File: src/rtl/udma_eth_tx_streamer_if.sv
// Handshake bundle between the uDMA TX channel, the streamer and the MAC.
// The streamer is the master: it drives the uDMA request/ready lines and the
// AXI-stream byte output. The slave side is the uDMA plus MAC environment.
interface udma_eth_tx_streamer_if;
  logic        data_tx_req_o;
  logic        data_tx_gnt_i;
  logic [31:0] data_tx_i;
  logic        data_tx_valid_i;
  logic        data_tx_ready_o;
  logic [7:0]  tx_axis_tdata_o;
  logic        tx_axis_tvalid_o;
  logic        tx_axis_tready_i;
  logic        tx_axis_tlast_o;
  logic        tx_axis_tuser_o;

  modport master (
    output data_tx_req_o,
    input  data_tx_gnt_i,
    input  data_tx_i,
    input  data_tx_valid_i,
    output data_tx_ready_o,
    output tx_axis_tdata_o,
    output tx_axis_tvalid_o,
    input  tx_axis_tready_i,
    output tx_axis_tlast_o,
    output tx_axis_tuser_o
  );

  modport slave (
    input  data_tx_req_o,
    output data_tx_gnt_i,
    output data_tx_i,
    output data_tx_valid_i,
    input  data_tx_ready_o,
    input  tx_axis_tdata_o,
    input  tx_axis_tvalid_o,
    output tx_axis_tready_i,
    input  tx_axis_tlast_o,
    input  tx_axis_tuser_o
  );
endinterface

File: src/rtl/udma_eth_tx_streamer.sv
// Ethernet TX streamer: fetches 32-bit words from the uDMA TX channel one at a
// time and serialises them little-endian onto an 8-bit AXI-stream towards the
// MAC. A frame ends with tlast on its final byte; an abort (enable dropped)
// emits a single 0x00 byte flagged bad via tuser so the MAC drops the frame.
module udma_eth_tx_streamer #(
  parameter int TRANS_SIZE = 16
) (
  input  logic                  sys_clk_i,
  input  logic                  rstn_i,
  input  logic                  cfg_en_i,
  input  logic [TRANS_SIZE-1:0] cfg_frame_len_i,
  input  logic                  cfg_start_i,
  udma_eth_tx_streamer_if.master io_tx,
  output logic                  busy_o,
  output logic                  frame_done_o,
  output logic                  frame_abort_o
);

  typedef enum logic [2:0] {
    IDLE,
    REQ,
    WAIT_DATA,
    SEND,
    ABORT
  } stateT;

  stateT                 r_state;
  logic [TRANS_SIZE-1:0] r_remaining;
  logic [1:0]            r_byteIdx;
  logic [31:0]           r_word;
  logic                  r_frameDone;
  logic                  r_frameAbort;

  stateT                 w_nextState;
  logic [TRANS_SIZE-1:0] w_nextRemaining;
  logic [1:0]            w_nextByteIdx;
  logic [31:0]           w_nextWord;
  logic                  w_nextDone;
  logic                  w_nextAbort;
  logic [7:0]            w_curByte;
  logic                  w_lastByte;

  assign w_curByte  = r_word[{r_byteIdx, 3'b000} +: 8];
  assign w_lastByte = (r_remaining == TRANS_SIZE'(1));

  assign busy_o        = (r_state != IDLE);
  assign frame_done_o  = r_frameDone;
  assign frame_abort_o = r_frameAbort;

  // State, counters, word buffer and completion pulses; reset discards any frame.
  always_ff @(posedge sys_clk_i or negedge rstn_i) begin
    if (!rstn_i) begin
      r_state      <= IDLE;
      r_remaining  <= '0;
      r_byteIdx    <= '0;
      r_word       <= '0;
      r_frameDone  <= 1'b0;
      r_frameAbort <= 1'b0;
    end else begin
      r_state      <= w_nextState;
      r_remaining  <= w_nextRemaining;
      r_byteIdx    <= w_nextByteIdx;
      r_word       <= w_nextWord;
      r_frameDone  <= w_nextDone;
      r_frameAbort <= w_nextAbort;
    end
  end

  // Next-state and output decode; req/ready are gated by enable so a grant or
  // valid arriving in the cycle enable drops is never half-accepted.
  always_comb begin
    w_nextState     = r_state;
    w_nextRemaining = r_remaining;
    w_nextByteIdx   = r_byteIdx;
    w_nextWord      = r_word;
    w_nextDone      = 1'b0;
    w_nextAbort     = 1'b0;

    io_tx.data_tx_req_o    = 1'b0;
    io_tx.data_tx_ready_o  = 1'b0;
    io_tx.tx_axis_tdata_o  = 8'h00;
    io_tx.tx_axis_tvalid_o = 1'b0;
    io_tx.tx_axis_tlast_o  = 1'b0;
    io_tx.tx_axis_tuser_o  = 1'b0;

    case (r_state)
      IDLE: begin
        if (cfg_start_i && cfg_en_i && (cfg_frame_len_i != '0)) begin
          w_nextRemaining = cfg_frame_len_i;
          w_nextByteIdx   = '0;
          w_nextState     = REQ;
        end
      end

      REQ: begin
        io_tx.data_tx_req_o = cfg_en_i;
        if (!cfg_en_i) begin
          w_nextState = ABORT;
        end else if (io_tx.data_tx_gnt_i) begin
          w_nextState = WAIT_DATA;
        end
      end

      WAIT_DATA: begin
        io_tx.data_tx_ready_o = cfg_en_i;
        if (!cfg_en_i) begin
          w_nextState = ABORT;
        end else if (io_tx.data_tx_valid_i) begin
          w_nextWord    = io_tx.data_tx_i;
          w_nextByteIdx = '0;
          w_nextState   = SEND;
        end
      end

      SEND: begin
        io_tx.tx_axis_tvalid_o = 1'b1;
        io_tx.tx_axis_tdata_o  = w_curByte;
        io_tx.tx_axis_tlast_o  = w_lastByte;
        if (io_tx.tx_axis_tready_i) begin
          if (r_remaining != '0) begin
            w_nextRemaining = r_remaining - TRANS_SIZE'(1);
          end
          if (w_lastByte) begin
            w_nextByteIdx = '0;
            w_nextDone    = 1'b1;
            w_nextState   = IDLE;
          end else if (r_byteIdx == 2'd3) begin
            w_nextByteIdx = '0;
            w_nextState   = cfg_en_i ? REQ : ABORT;
          end else begin
            w_nextByteIdx = r_byteIdx + 2'd1;
          end
        end
      end

      ABORT: begin
        io_tx.tx_axis_tvalid_o = 1'b1;
        io_tx.tx_axis_tlast_o  = 1'b1;
        io_tx.tx_axis_tuser_o  = 1'b1;
        if (io_tx.tx_axis_tready_i) begin
          w_nextRemaining = '0;
          w_nextByteIdx   = '0;
          w_nextAbort     = 1'b1;
          w_nextState     = IDLE;
        end
      end

      default: begin
        w_nextState = IDLE;
      end
    endcase
  end

endmodule

File: src/flat_wrapper.sv
// flat-port wrapper written by rule: the top's interface ports become plain ports
module udma_eth_tx_streamer_flat 
#(
  parameter int TRANS_SIZE = 16
)
  (sys_clk_i, rstn_i, cfg_en_i, cfg_frame_len_i, cfg_start_i, busy_o, frame_done_o, frame_abort_o, io_tx_data_tx_req_o, io_tx_data_tx_gnt_i, io_tx_data_tx_i, io_tx_data_tx_valid_i, io_tx_data_tx_ready_o, io_tx_tx_axis_tdata_o, io_tx_tx_axis_tvalid_o, io_tx_tx_axis_tready_i, io_tx_tx_axis_tlast_o, io_tx_tx_axis_tuser_o);
  udma_eth_tx_streamer_if io_tx_i ();
  input  logic sys_clk_i;
  input  logic rstn_i;
  input  logic cfg_en_i;
  input  logic [TRANS_SIZE-1:0] cfg_frame_len_i;
  input  logic cfg_start_i;
  output logic busy_o;
  output logic frame_done_o;
  output logic frame_abort_o;
  output wire logic [$bits(io_tx_i.data_tx_req_o)-1:0] io_tx_data_tx_req_o;
  input wire logic [$bits(io_tx_i.data_tx_gnt_i)-1:0] io_tx_data_tx_gnt_i;
  input wire logic [$bits(io_tx_i.data_tx_i)-1:0] io_tx_data_tx_i;
  input wire logic [$bits(io_tx_i.data_tx_valid_i)-1:0] io_tx_data_tx_valid_i;
  output wire logic [$bits(io_tx_i.data_tx_ready_o)-1:0] io_tx_data_tx_ready_o;
  output wire logic [$bits(io_tx_i.tx_axis_tdata_o)-1:0] io_tx_tx_axis_tdata_o;
  output wire logic [$bits(io_tx_i.tx_axis_tvalid_o)-1:0] io_tx_tx_axis_tvalid_o;
  input wire logic [$bits(io_tx_i.tx_axis_tready_i)-1:0] io_tx_tx_axis_tready_i;
  output wire logic [$bits(io_tx_i.tx_axis_tlast_o)-1:0] io_tx_tx_axis_tlast_o;
  output wire logic [$bits(io_tx_i.tx_axis_tuser_o)-1:0] io_tx_tx_axis_tuser_o;
  assign io_tx_data_tx_req_o = io_tx_i.data_tx_req_o;
  assign io_tx_i.data_tx_gnt_i = io_tx_data_tx_gnt_i;
  assign io_tx_i.data_tx_i = io_tx_data_tx_i;
  assign io_tx_i.data_tx_valid_i = io_tx_data_tx_valid_i;
  assign io_tx_data_tx_ready_o = io_tx_i.data_tx_ready_o;
  assign io_tx_tx_axis_tdata_o = io_tx_i.tx_axis_tdata_o;
  assign io_tx_tx_axis_tvalid_o = io_tx_i.tx_axis_tvalid_o;
  assign io_tx_i.tx_axis_tready_i = io_tx_tx_axis_tready_i;
  assign io_tx_tx_axis_tlast_o = io_tx_i.tx_axis_tlast_o;
  assign io_tx_tx_axis_tuser_o = io_tx_i.tx_axis_tuser_o;
  udma_eth_tx_streamer #(.TRANS_SIZE(TRANS_SIZE)) u_core (.sys_clk_i(sys_clk_i), .rstn_i(rstn_i), .cfg_en_i(cfg_en_i), .cfg_frame_len_i(cfg_frame_len_i), .cfg_start_i(cfg_start_i), .io_tx(io_tx_i), .busy_o(busy_o), .frame_done_o(frame_done_o), .frame_abort_o(frame_abort_o));
endmodule
File: config.mk
export PLATFORM = sky130hd
export DESIGN_NAME = udma_eth_tx_streamer_flat
export DESIGN_NICKNAME = d
export VERILOG_FILES = /design/src/rtl/udma_eth_tx_streamer_if.sv /design/src/rtl/udma_eth_tx_streamer.sv /design/src/flat_wrapper.sv
export SDC_FILE = /design/constraint.sdc
export NUM_CORES = 1
export LEC_CHECK = 0
export ABC_CLOCK_PERIOD_IN_PS = 2400
export BUFFER_PORTS_ARGS = -buffer_cell sky130_fd_sc_hd__buf_4
export CAP_MARGIN = 20
export CORE_MARGIN = 8
export CORE_UTILIZATION = 54
export DETAILED_ROUTE_END_ITERATION = 12
export GPL_TIMING_DRIVEN = 0
export PLACE_DENSITY = 0.8
export SYNTH_ARGS = -nofsm -noshare
export SYNTH_HDL_FRONTEND = slang
export SYNTH_SLANG_ARGS = --single-unit
File: constraint.sdc
create_clock -name sys_clk_i -period 2.4 [get_ports sys_clk_i]
set_input_delay 0.36 -clock sys_clk_i [delete_from_list [all_inputs] [get_ports sys_clk_i]]
set_output_delay 0.36 -clock sys_clk_i [all_outputs]
set_load 0.005 [all_outputs]
==> impl_results.md, run 1 <==
- Largest net degree at the start of global routing: 56
- EDFF count, synth: 0
- Worst slew pin tran: 0.7060 ns
- Xor/xnor share of the synthesized area: 0.002773
- Share of layout cells above drive strength 1: 0.3581
- Placed Cells: 431
- Worst setup startpoint: u_core.r_remaining[3]
- WP data required: 2.04 ns
- Fin crit share: 0.9650
- Post-Synth Adder-Cell Area: 0.01189
- Drt wl/cell: 18.63 um
- Max-capacitance violation count: 0
- Post-synthesis sequential area ratio: 0.4358
- Sequential share of power: 0.392
- Final hold viol count: 0
- First-pass GRT wire length: 13450 um
- Crit-path max FO: 5
- CTS tree: built
- Fmax: 431.8 MHz
- Number of routed nets with antenna violations: 0
- Iteration-0 DRC count of the detailed router: 175
- Final slew viol count: 0
- Post-synthesis mux area share: 0.1811
- Mapped Nets: 344
- Internal: 2.537 mW
- NetSw: 1.683 mW
- Post-synth cell types: 60
- Post-Syn Instances: 286
- Root Buffer: clkbuf_8
- Pre-Repair DR Iteration Count: 5
- Signal arrival time at the worst endpoint: 1.96 ns
- Final Core Density: 0.6740
- Area grow syn2layout: 23.38%
- Number of synthesized register bits: 55
- Reg clk slew, reported paths: 0.09 ns
- Average size of a mapped cell: 11.04 um^2
- CTS sink cnt: 55
- Ys flop type: dfrtp_1
- Commonest non-fill, non-tap cell in the layout: buf_4
- Initial core utilization: 0.5463
- Total global routing overflow: 0
- Row count: 28
- Compound-Gate Fraction of Synth Area: 0.1727
- Worst rel slew slack: 0.5293
- Port Buffers: 70
- Final Critical Period: 2.316 ns
- Synthesis Warnings: 0
- Final wirelength: 8160 um
- Setup crit start kind: flop
- Fin cells: 438
- RSZ-0062 raised after global routing: true
- Die W: 92.48 um
- Switching Share: 0.3988
- Hold Path Class: input pin to async pin
- Setup violators final: 0
- # IOs: 71
- Vias in the first global route: 2708
- Initial antenna violation count: 0
- Vias per inst: 5.938
- Peak VDD IR: 0.5218 mV
- Max clock buf depth: 2
- Clk pwr share: 0.120
- RR Startpoint: u_core.r_remaining[0]
- Total number of vias: 2601
- Largest family of logic cells by synthesized area: multiplexers
- Nets: 420
- DP HPWL: 6164 um
- Core Box Area: 0.005781 mm^2
- Die height: 92.48 um
- Num CTS Buffers: 5
- Synthesized area: 0.003158 mm^2
- Final Wtd Congestion: 0.9290
- Simple logic cell fraction of the synthesized area: 0.1537
- CTS H-tree depth: 2
- N_diodes: 0
- Total power: 4.220 mW
- Leak: 1.778 nW
- Drt drc: 0
- Hold-fix buffers, CTS: 0
- Crit path kind: flop to primary output
- Combinational power share: 0.488
- Nature of the critical path endpoint: primary output
- Ys async rst share: 1.000
- Power per Cell Area: 1083 mW/mm^2
- Total GRT Usage: 0.1944
- Die Area: 0.008552 mm^2
- Status: finished, final reports clean
- Commonest cells after routing, fill and taps aside: buf_4 (71), dfrtp_1 (55), mux2_1 (32)
- Clock Latency Late Sink: 0.31 ns
- Clock Skew: 0.01403 ns
-- routing by layer --
metal / track usage / part of all wire
met5: 0 / 0
met1: 0.2448 / 0.42
met2: 0.3242 / 0.50
met3: 0.04045 / 0.058
met4: 0.06711 / 0.018
-- worst paths after layout --
check	to	slack, ns	cells after the start
worst min register to register	u_core.r_word[8]	0.50	1
max in group asynchronous	u_core.r_remaining[1]	1.84	1
min in group sys_clk_i	u_core.r_word[12]	0.25	2
worst max-delay path	io_tx_tx_axis_tlast_o	0.08	5
worst min-delay path	u_core.r_remaining[5]	0.1	1
worst max register to register	u_core.r_remaining[4]	0.12	9
-- per-stage QoR --
| step | setup slack [ns] | hold slack (ns) | setup TNS, ns | instance area [um^2] |
|---|---|---|---|---|
| detailed placement | -0.1197 | 0.4631 | -1.156 | 3777 |
| global placement | -0.08931 | 0.4570 | -0.8472 | 3777 |
| CTS | 0.02657 | 0.1185 | 0 | 3876 |
| global route | -0.01381 | 0.1480 | -0.01381 | 3896 |
| floorplan | 0.3695 | 0.06441 | 0 | 3158 |
| finish | 0.08408 | 0.09741 | 0 | 3896 |
-- power groups by stage --
stage	sequential, mW	combinational, mW	clock, mW
6_report	1.65	2.06	0.507
5_1_grt	1.71	2.26	0.550
4_1_cts	1.64	2.03	0.517
3_5_place_dp	1.66	2.00	0
3_3_place_gp	1.63	1.94	0
2_1_floorplan	1.56	1.49	0
-- state kept, by name, summed over array words and instances, names as in the netlist --
name / flops
u_core.r_remaining: 16
u_core.r_word: 32
u_core.frame_done_o: 1
u_core.frame_abort_o: 1
u_core.r_state: 3
u_core.r_byteIdx: 2
-- cells in the mapped netlist, types with 2 or more instances --
cell type  number  area (um^2)
dfrtp_1        55         1376
mux2_1         32        360.4
a21oi_1        20        100.1
nor2_1         18        67.56
and2_1         13        81.33
o21ai_0        13        65.06
a22oi_1        10        75.07
o21ai_2        10        87.58
clkbuf_1        9        33.78
inv_1           8        30.03
mux4_2          8        180.2
buf_2           7        35.03
nand2_1         6        22.52
o31ai_1         6        45.04
a31oi_1         5        31.28
o21ai_1         5        25.02
nor3_1          4        20.02
or3_1           4        25.02
ha_1            3        37.54
nand3_1         3        15.01
or4_1           3        22.52
a211o_1         2        17.52
and3b_1         2        17.52
mux2i_1         2        20.02
nand2b_1        2        12.51
or2_1           2        12.51
-- logic make-up (layout without fill, tap and decap cells) --
| family | after synthesis | count (layout) |
|---|---|---|
| and+or+nand+nor | 76 | 76 |
| xor gates and xnor gates | 1 | 1 |
| adders and majority gates | 3 | 3 |
| AOI/OAI and AO/OA | 80 | 80 |
| muxes | 43 | 43 |
| buffers and inverters | 28 | 105 |
| DFF | 55 | 55 |
-- worst max-delay path: stages, from the launching register on --
cell,delay (ns)
dfrtp_1,0.44
nor4_4,0.39
nand4_4,0.17
or3_4,0.40
o21ai_1,0.13
buf_4,0.12
-- final cells by class --
cell class / count / area [um^2]
Inverter: 9 / 33.78
Clock inverter: 3 / 15.01
Buffer: 17 / 97.59
Multi-Input combinational cell: 203 / 1678
Clock buffer: 5 / 68.82
Tap cell: 75 / 93.84
Timing Repair Buffer: 71 / 533.0
Fill cell: 462 / 1884
Sequential cell: 55 / 1376
-- repair_timing --
item | CTS | global route
buffers inserted | 1 | 0
endpoints found under the setup margin | 13 | 12
pin swaps | 1 | 0
gates resized for setup | 6 | 7
(Power assumes the default switching activity.)
==> inputs of run 2 (changes only) <==
--- a/config.mk
+++ b/config.mk
@@ -11,7 +11,6 @@
 export CORE_MARGIN = 8
 export CORE_UTILIZATION = 54
 export DETAILED_ROUTE_END_ITERATION = 12
-export GPL_TIMING_DRIVEN = 0
 export PLACE_DENSITY = 0.8
 export SYNTH_ARGS = -nofsm -noshare
 export SYNTH_HDL_FRONTEND = slang
==> run 2 against run 1 <==
Clock power is 3.9% higher; highest routed layer unchanged; wire length is 1.3% lower; clock-buffer cell count is the same; cell count fell by 0.91%; sequential share of layout area increased by 0.096 points.
==> impl_results.md, run 2 (synthesis results as in run 1) <==
- Status: finished, final reports clean
- RSZ-0062 raised after global routing: true
- CTS tree: built
- Row count: 28 (unchanged)
- Number of routed nets with antenna violations: 0 (unchanged)
- First-pass GRT wire length: 13350 um (-0.72%)
- Fillers: 464 (+0.43%)
- Worst rel slew slack: 0.5468 (+0.01747)
- Peak VDD IR: 0.5160 mV (-1.1%)
- Largest net degree at the start of global routing: 56 (unchanged)
- Crit path kind: flop to primary output
- Pre-Repair DR Iteration Count: 4 (-1)
- Drt drc: 0 (unchanged)
- Finished Cell Area: 0.003896 mm^2 (unchanged)
- Vias per inst: 5.873 (-1.1%)
- Port Buffers: 70 (unchanged)
- Setup bufs post-CTS: 0 (-1)
- DP HPWL: 6149 um (-0.24%)
- Die height: 92.48 um (unchanged)
- Fmax: 436.7 MHz (+1.1%)
- Fin cells: 434 (-0.91%)
- Commonest non-fill, non-tap cell in the layout: buf_4
- Die W: 92.48 um (unchanged)
- Root Buffer: clkbuf_8
- Final Wtd Congestion: 0.9439 (+1.6%)
- Drt wl/cell: 18.55 um (-0.41%)
- Core Box Area: 0.005781 mm^2 (unchanged)
- Setup violators final: 0 (unchanged)
- Final Critical Period: 2.290 ns (-0.02621 ns)
- Total power: 4.241 mW (+0.50%)
- N_diodes: 0 (unchanged)
- Total number of vias: 2549 (-2.0%)
- Iteration-0 DRC count of the detailed router: 170 (-2.9%)
- Largest Register: u_core.r_word
- Storage element area: 0.001380 mm^2 (+0.27%)
- Nature of the critical path endpoint: primary output
- Setup crit start kind: flop
- Multi-input gate area: 0.001665 mm^2 (-0.75%)
- Vias in the first global route: 2658 (-1.8%)
- Max-capacitance violation count: 0 (unchanged)
- Hold-fix buffers, CTS: 0 (unchanged)
- Crit path cell chain: nor4_4 -> nand4_4 -> or3_4 -> o21ai_1 -> buf_4
- Commonest cells after routing, fill and taps aside: buf_4 (84), dfrtp_1 (52), mux2_1 (32)
- Placed Area: 0.003784 mm^2 (+0.17%)
- Reg clk slew, reported paths: 0.10 ns (about the same)
- Buffers plus inverters on the worst setup path: 1 (unchanged)
- Die Area: 0.008552 mm^2 (unchanged)
- Signal arrival time at the worst endpoint: 1.93 ns (-0.03 ns)
- Worst slew pin tran: 0.6798 ns (-0.02621 ns)
- Num CTS Buffers: 5 (unchanged)
- Share of layout cells above drive strength 1: 0.3593 (+0.001205)
- Area grow syn2layout: 23.38% (unchanged)
- Worst path max stage delay: 0.42 ns (-0.02 ns)
- Fin crit share: 0.9540 (-0.01092)
- Power per Cell Area: 1089 mW/mm^2 (+0.50%)
- CTS H-tree depth: 2 (unchanged)
- Clock Skew: 0.01132 ns (-0.002709 ns)
- Max clock buf depth: 2 (unchanged)
- Initial antenna violation count: 0 (unchanged)
- Nets: 416 (-0.95%)
- Critical path's top delay family: simple AND/OR/NAND/NOR gates
- Final hold viol count: 0 (unchanged)
- Critical Path Slowest Stage Cell: dfrtp_1
- Clock Latency Late Sink: 0.31 ns (about the same)
- # IOs: 71 (unchanged)
- Max reg flops: 32 (unchanged)
- WP data required: 2.04 ns (about the same)
- Hold Path Class: input pin to async pin
- Initial core utilization: 0.5463 (unchanged)
- Total global routing overflow: 0 (unchanged)
- Crit-path max FO: 5 (unchanged)
- Final wirelength: 8052 um (-1.3%)
- Placed Cells: 426 (-1.2%)
- Leak: 1.767 nW (-0.65%)
- Top Registers: u_core.r_word x32, u_core.r_remaining x16, u_core.r_state x3
- Total GRT Usage: 0.1932 (-0.001166)
- Final slew viol count: 0 (unchanged)
- CTS sink cnt: 55 (unchanged)
-- run 2: timing repair --
| action | CTS | global route |
|---|---|---|
| pin swaps | 0 | 2 |
| gates resized for setup | 1 | 5 |
| endpoints found under the setup margin | 1 | 10 |
| gates cloned | 0 | 0 |
-- run 2: worst register-to-register path, stage by stage, from the launching register on --
cell and delay, ns:
dfrtp_2 0.51, or3_1 0.46, nor3_4 0.27, a22o_4 0.17, or2_1 0.18, buf_4 0.22, o21ai_1 0.08
-- run 2: power by group --
group	internal [mW]	switching, mW	total, mW
logic	0.993	0.977	1.97
clock network	0.209	0.318	0.527
registers	1.35	0.394	1.74
-- run 2: metal layers --
layer  vias up  track usage  part of all wire
li1       1203            -                 -
met1      1237       0.2469              0.41
met2        93       0.3212              0.52
met3        16      0.03560             0.053
met4         0      0.06711             0.020
met5         -            0                 0
-- run 2: worst paths after layout --
kind,endpoint,from,cells after the start,slack [ns]
max,io_tx_tx_axis_tlast_o,u_core.r_remaining[4],5,0.11
min,u_core.r_remaining[0],rstn_i,1,0.09
max reg2reg,u_core.r_remaining[9],u_core.r_state[0],6,0.40
min reg2reg,u_core.r_word[19],u_core.r_word[19],1,0.50
max in group asynchronous,u_core.r_state[0],rstn_i,1,1.83
min in group sys_clk_i,u_core.r_word[27],io_tx_data_tx_i[27],2,0.25
-- run 2: layout make-up --
class                      count  area share
inverter                       9    0.008671
sequential                    55      0.3542
tap                           75     0.02408
multi-input combinational    203      0.4274
clock buffer                   5     0.01766
clock inverter                 3    0.006101
timing repair buffer          84      0.1618
-- run 2: stage by stage --
| step | hold slack, ns | setup TNS [ns] | utilization | setup slack, ns |
|---|---|---|---|---|
| floorplan | 0.06441 | 0 | - | 0.3695 |
| global placement | 0.4528 | 0 | 0.6545 | 0.3330 |
| detailed placement | 0.4482 | 0 | 0.6545 | 0.3205 |
| CTS | 0.1053 | 0 | 0.6714 | 0.007127 |
| global route | 0.1426 | -0.01002 | 0.6740 | -0.01002 |
| finish | 0.08863 | 0 | 0.6740 | 0.1103 |
==> inputs of run 3 (changes only) <==
--- a/config.mk
+++ b/config.mk
@@ -5,11 +5,12 @@
 export SDC_FILE = /design/constraint.sdc
 export NUM_CORES = 1
 export LEC_CHECK = 0
+export ABC_AREA = 1
 export ABC_CLOCK_PERIOD_IN_PS = 2400
 export BUFFER_PORTS_ARGS = -buffer_cell sky130_fd_sc_hd__buf_4
 export CAP_MARGIN = 20
 export CORE_MARGIN = 8
-export CORE_UTILIZATION = 54
+export CORE_UTILIZATION = 55
 export DETAILED_ROUTE_END_ITERATION = 12
 export PLACE_DENSITY = 0.8
 export SYNTH_ARGS = -nofsm -noshare
==> run 3 against run 2 <==
Maximum frequency rose by 8.7%; design area rose by 4.5%; die area rose by 5.7%; clock skew rose by 0.0017 ns; cell count rose by 32%.
==> impl_results.md, run 3 <==
- Pre-Repair DR Iteration Count: 4 (unchanged)
- Max reg flops: 32 (unchanged)
- Met2 usage: 0.3308 (+0.009624)
- DP HPWL: 6476 um (+5.3%)
- Synthesis Warnings: 0 (unchanged)
- Clock Latency Late Sink: 0.32 ns (about the same)
- Top Registers: u_core.r_word x32, u_core.r_remaining x16, u_core.r_state x3
- Final slew viol count: 0 (unchanged)
- Commonest non-fill, non-tap cell in the layout: nand2_1
- Vias in the first global route: 3057 (+15%)
- Iteration-0 DRC count of the detailed router: 145 (-15%)
- Commonest cells after routing, fill and taps aside: nand2_1 (132), nor2_1 (84), buf_4 (70)
- Total GRT Usage: 0.1979 (+0.004685)
- Crit path kind: flop to primary output
- RR Startpoint: u_core.r_state[0]
- Mapped Nets: 490 (+42%)
- Vias per inst: 5.249 (-11%)
- Die Area: 0.009043 mm^2 (+5.7%)
- Fmax: 474.8 MHz (+8.7%)
- Post-route setup slack: 0.2936 ns (+0.1834 ns)
- Fillers: 531 (+14%)
- Global routing's busiest layer: met2
- Average size of a mapped cell: 7.965 um^2 (-28%)
- Routing usage on met3: 0.05118 (+0.01558)
- Drt wl/cell: 14.80 um (-20%)
- Share of layout cells above drive strength 1: 0.2691 (-0.09026)
- Post-synthesis sequential area ratio: 0.4000 (-0.03582)
- Largest Register: u_core.r_word
- Worst slew pin tran: 0.7038 ns (+0.02398 ns)
- Final wirelength: 8511 um (+5.7%)
- Setup crit start kind: flop
- Core Box Area: 0.006205 mm^2 (+7.3%)
- Top cell type's share of synthesized area: 0.4000 (-0.03582)
- Fin crit share: 0.8776 (-0.07640)
- Total number of vias: 3018 (+18%)
- Count leader, synth: nand2_1
- Nets: 555 (+33%)
- Final hold viol count: 0 (unchanged)
- Synthesized area: 0.003441 mm^2 (+9.0%)
- CTS H-tree depth: 2 (unchanged)
- Area grow syn2layout: 18.29%
- Leading area contributor after synthesis: dfrtp_1
- Dpl ws: 0.4542 ns (+0.1337 ns)
- Area contributors post-synth: dfrtp_1 (40%), nand2_1 (14%), mux2_4 (13%), nor2_1 (9.2%), o21ai_0 (3.9%)
- Reg clk slew, reported paths: 0.11 ns (about the same)
- Post-synth top cells: nand2_1 (132), nor2_1 (84), dfrtp_1 (55), mux2_4 (30), o21ai_0 (27)
- Ys flop type: dfrtp_1
- Number of routed nets with antenna violations: 0 (unchanged)
- GRT met1 Usage: 0.2441 (-0.002795)
- Peak VDD IR: 0.5894 mV (+14%)
- First-pass GRT wire length: 14230 um (+6.6%)
- Post-synth cell types: 29 (-52%)
- Hold Path Class: input pin to async pin
- Largest net degree at the start of global routing: 56 (unchanged)
- Min Hold Slack: 0.06745 ns (-0.02118 ns)
- Final Critical Period: 2.106 ns (-0.1834 ns)
- Power per Cell Area: 1092 mW/mm^2 (+0.32%)
- Final Wtd Congestion: 0.8669 (-8.2%)
- Leak: 2.202 nW (+25%)
- Root Buffer: clkbuf_8
- Die height: 95.10 um (+2.8%)
- # IOs: 71 (unchanged)
- Max-capacitance violation count: 0 (unchanged)
- CTS sink cnt: 55 (unchanged)
- Initial core utilization: 0.5545 (+0.008227)
- RSZ-0062 raised after global routing: false
- N_diodes: 0 (unchanged)
- Clock Skew: 0.01300 ns (+0.001673 ns)
- Crit-path max FO: 19 (+14)
- Post-Syn Instances: 432 (+51%)
- Total global routing overflow: 0 (unchanged)
- Nature of the critical path endpoint: primary output
- Post-route setup TNS: 0 ns (unchanged)
- Port Buffers: 70 (unchanged)
- Status: finished, final reports clean
- Ys async rst share: 1.000 (unchanged)
- Setup violators final: 0 (unchanged)
- Drt drc: 0 (unchanged)
- Row count: 29 (+3.6%)
- Worst rel slew slack: 0.5308 (-0.01599)
- EDFF count, synth: 0 (unchanged)
- Number of synthesized register bits: 55 (unchanged)
- WP data required: 2.04 ns (about the same)
- CTS tree: built
- Signal arrival time at the worst endpoint: 1.75 ns (-0.18 ns)
- Die W: 95.10 um (+2.8%)
- Num CTS Buffers: 5 (unchanged)
- Worst setup startpoint: u_core.r_state[2]
- Setup bufs post-CTS: 0 (unchanged)
- Max clock buf depth: 2 (unchanged)
- Initial antenna violation count: 0 (unchanged)
[run 3: worst max-delay path, cell delays in order (launching register included)]
cell and delay [ns]:
dfrtp_1 0.41, inv_2 0.15, nand3_4 0.24, inv_4 0.24
nand4_1 0.17, nand2_1 0.10, buf_4 0.11
[run 3: per-layer routing]
metal / vias up / share of wire
li1: 1500 / -
met1: 1407 / 0.43
met2: 96 / 0.49
met3: 15 / 0.060
met4: 0 / 0.019
met5: - / 0
[run 3: path summary, 6_finish.rpt]
check / cells after the start / slack (ns) / endpoint
setup / recovery: 6 / 0.29 / io_tx_tx_axis_tlast_o
hold / removal: 1 / 0.07 / u_core.r_remaining[9]
setup reg to reg: 9 / 0.54 / u_core.r_remaining[10]
hold reg to reg: 1 / 0.51 / u_core.r_word[27]
max in group asynchronous: 1 / 1.82 / u_core.r_byteIdx[0]
min in group sys_clk_i: 2 / 0.25 / u_core.r_word[15]
[run 3: final cells by class]
cell class,count,area (um^2),area share
well taps,77,96.34,0.02367
repair buffers,70,525.5,0.1291
clock inverters,3,23.77,0.005841
inverters,32,125.1,0.03074
multi-input cells,333,1853,0.4553
flip-flops and latches,55,1378,0.3385
clock buffers,5,68.82,0.01691
[run 3: through the flow]
stage | power (mW) | util | instance area, um^2 | instances
2_1_floorplan | 3.345 | - | 3441 | 432
3_3_place_gp | 3.789 | 0.6409 | 3976 | 567
3_5_place_dp | 3.899 | 0.6409 | 3976 | 567
4_1_cts | 4.448 | 0.6558 | 4069 | 575
5_1_grt | 4.820 | 0.6560 | 4070 | 575
6_report | 4.445 | 0.6560 | 4070 | 575
[run 3: cells by family (layout without fill, tap and decap cells)]
family,after synthesis,in the layout,share of synthesized area
AOI/OAI and AO/OA,40,40,0.05818
muxes,32,32,0.1375
adders and majority gates,3,3,0.01091
xor gates and xnor gates,3,3,0.007638
buffers and inverters,44,110,0.06145
DFF,55,55,0.4000
and+or+nand+nor,255,255,0.3244
[run 3: repair_timing]
item / 4_1_cts / 5_1_grt
resized for setup: 0 / 1
endpoints found under the setup margin: 0 / 5
endpoints found under the hold margin: 0 / 0
hold buffers: 0 / 0
[run 3: where the power goes]
part           switching [mW]  internal, mW  total [mW]
sequential              0.398          1.34        1.73
clock                   0.331         0.212       0.543
combinational            1.21         0.954        2.17
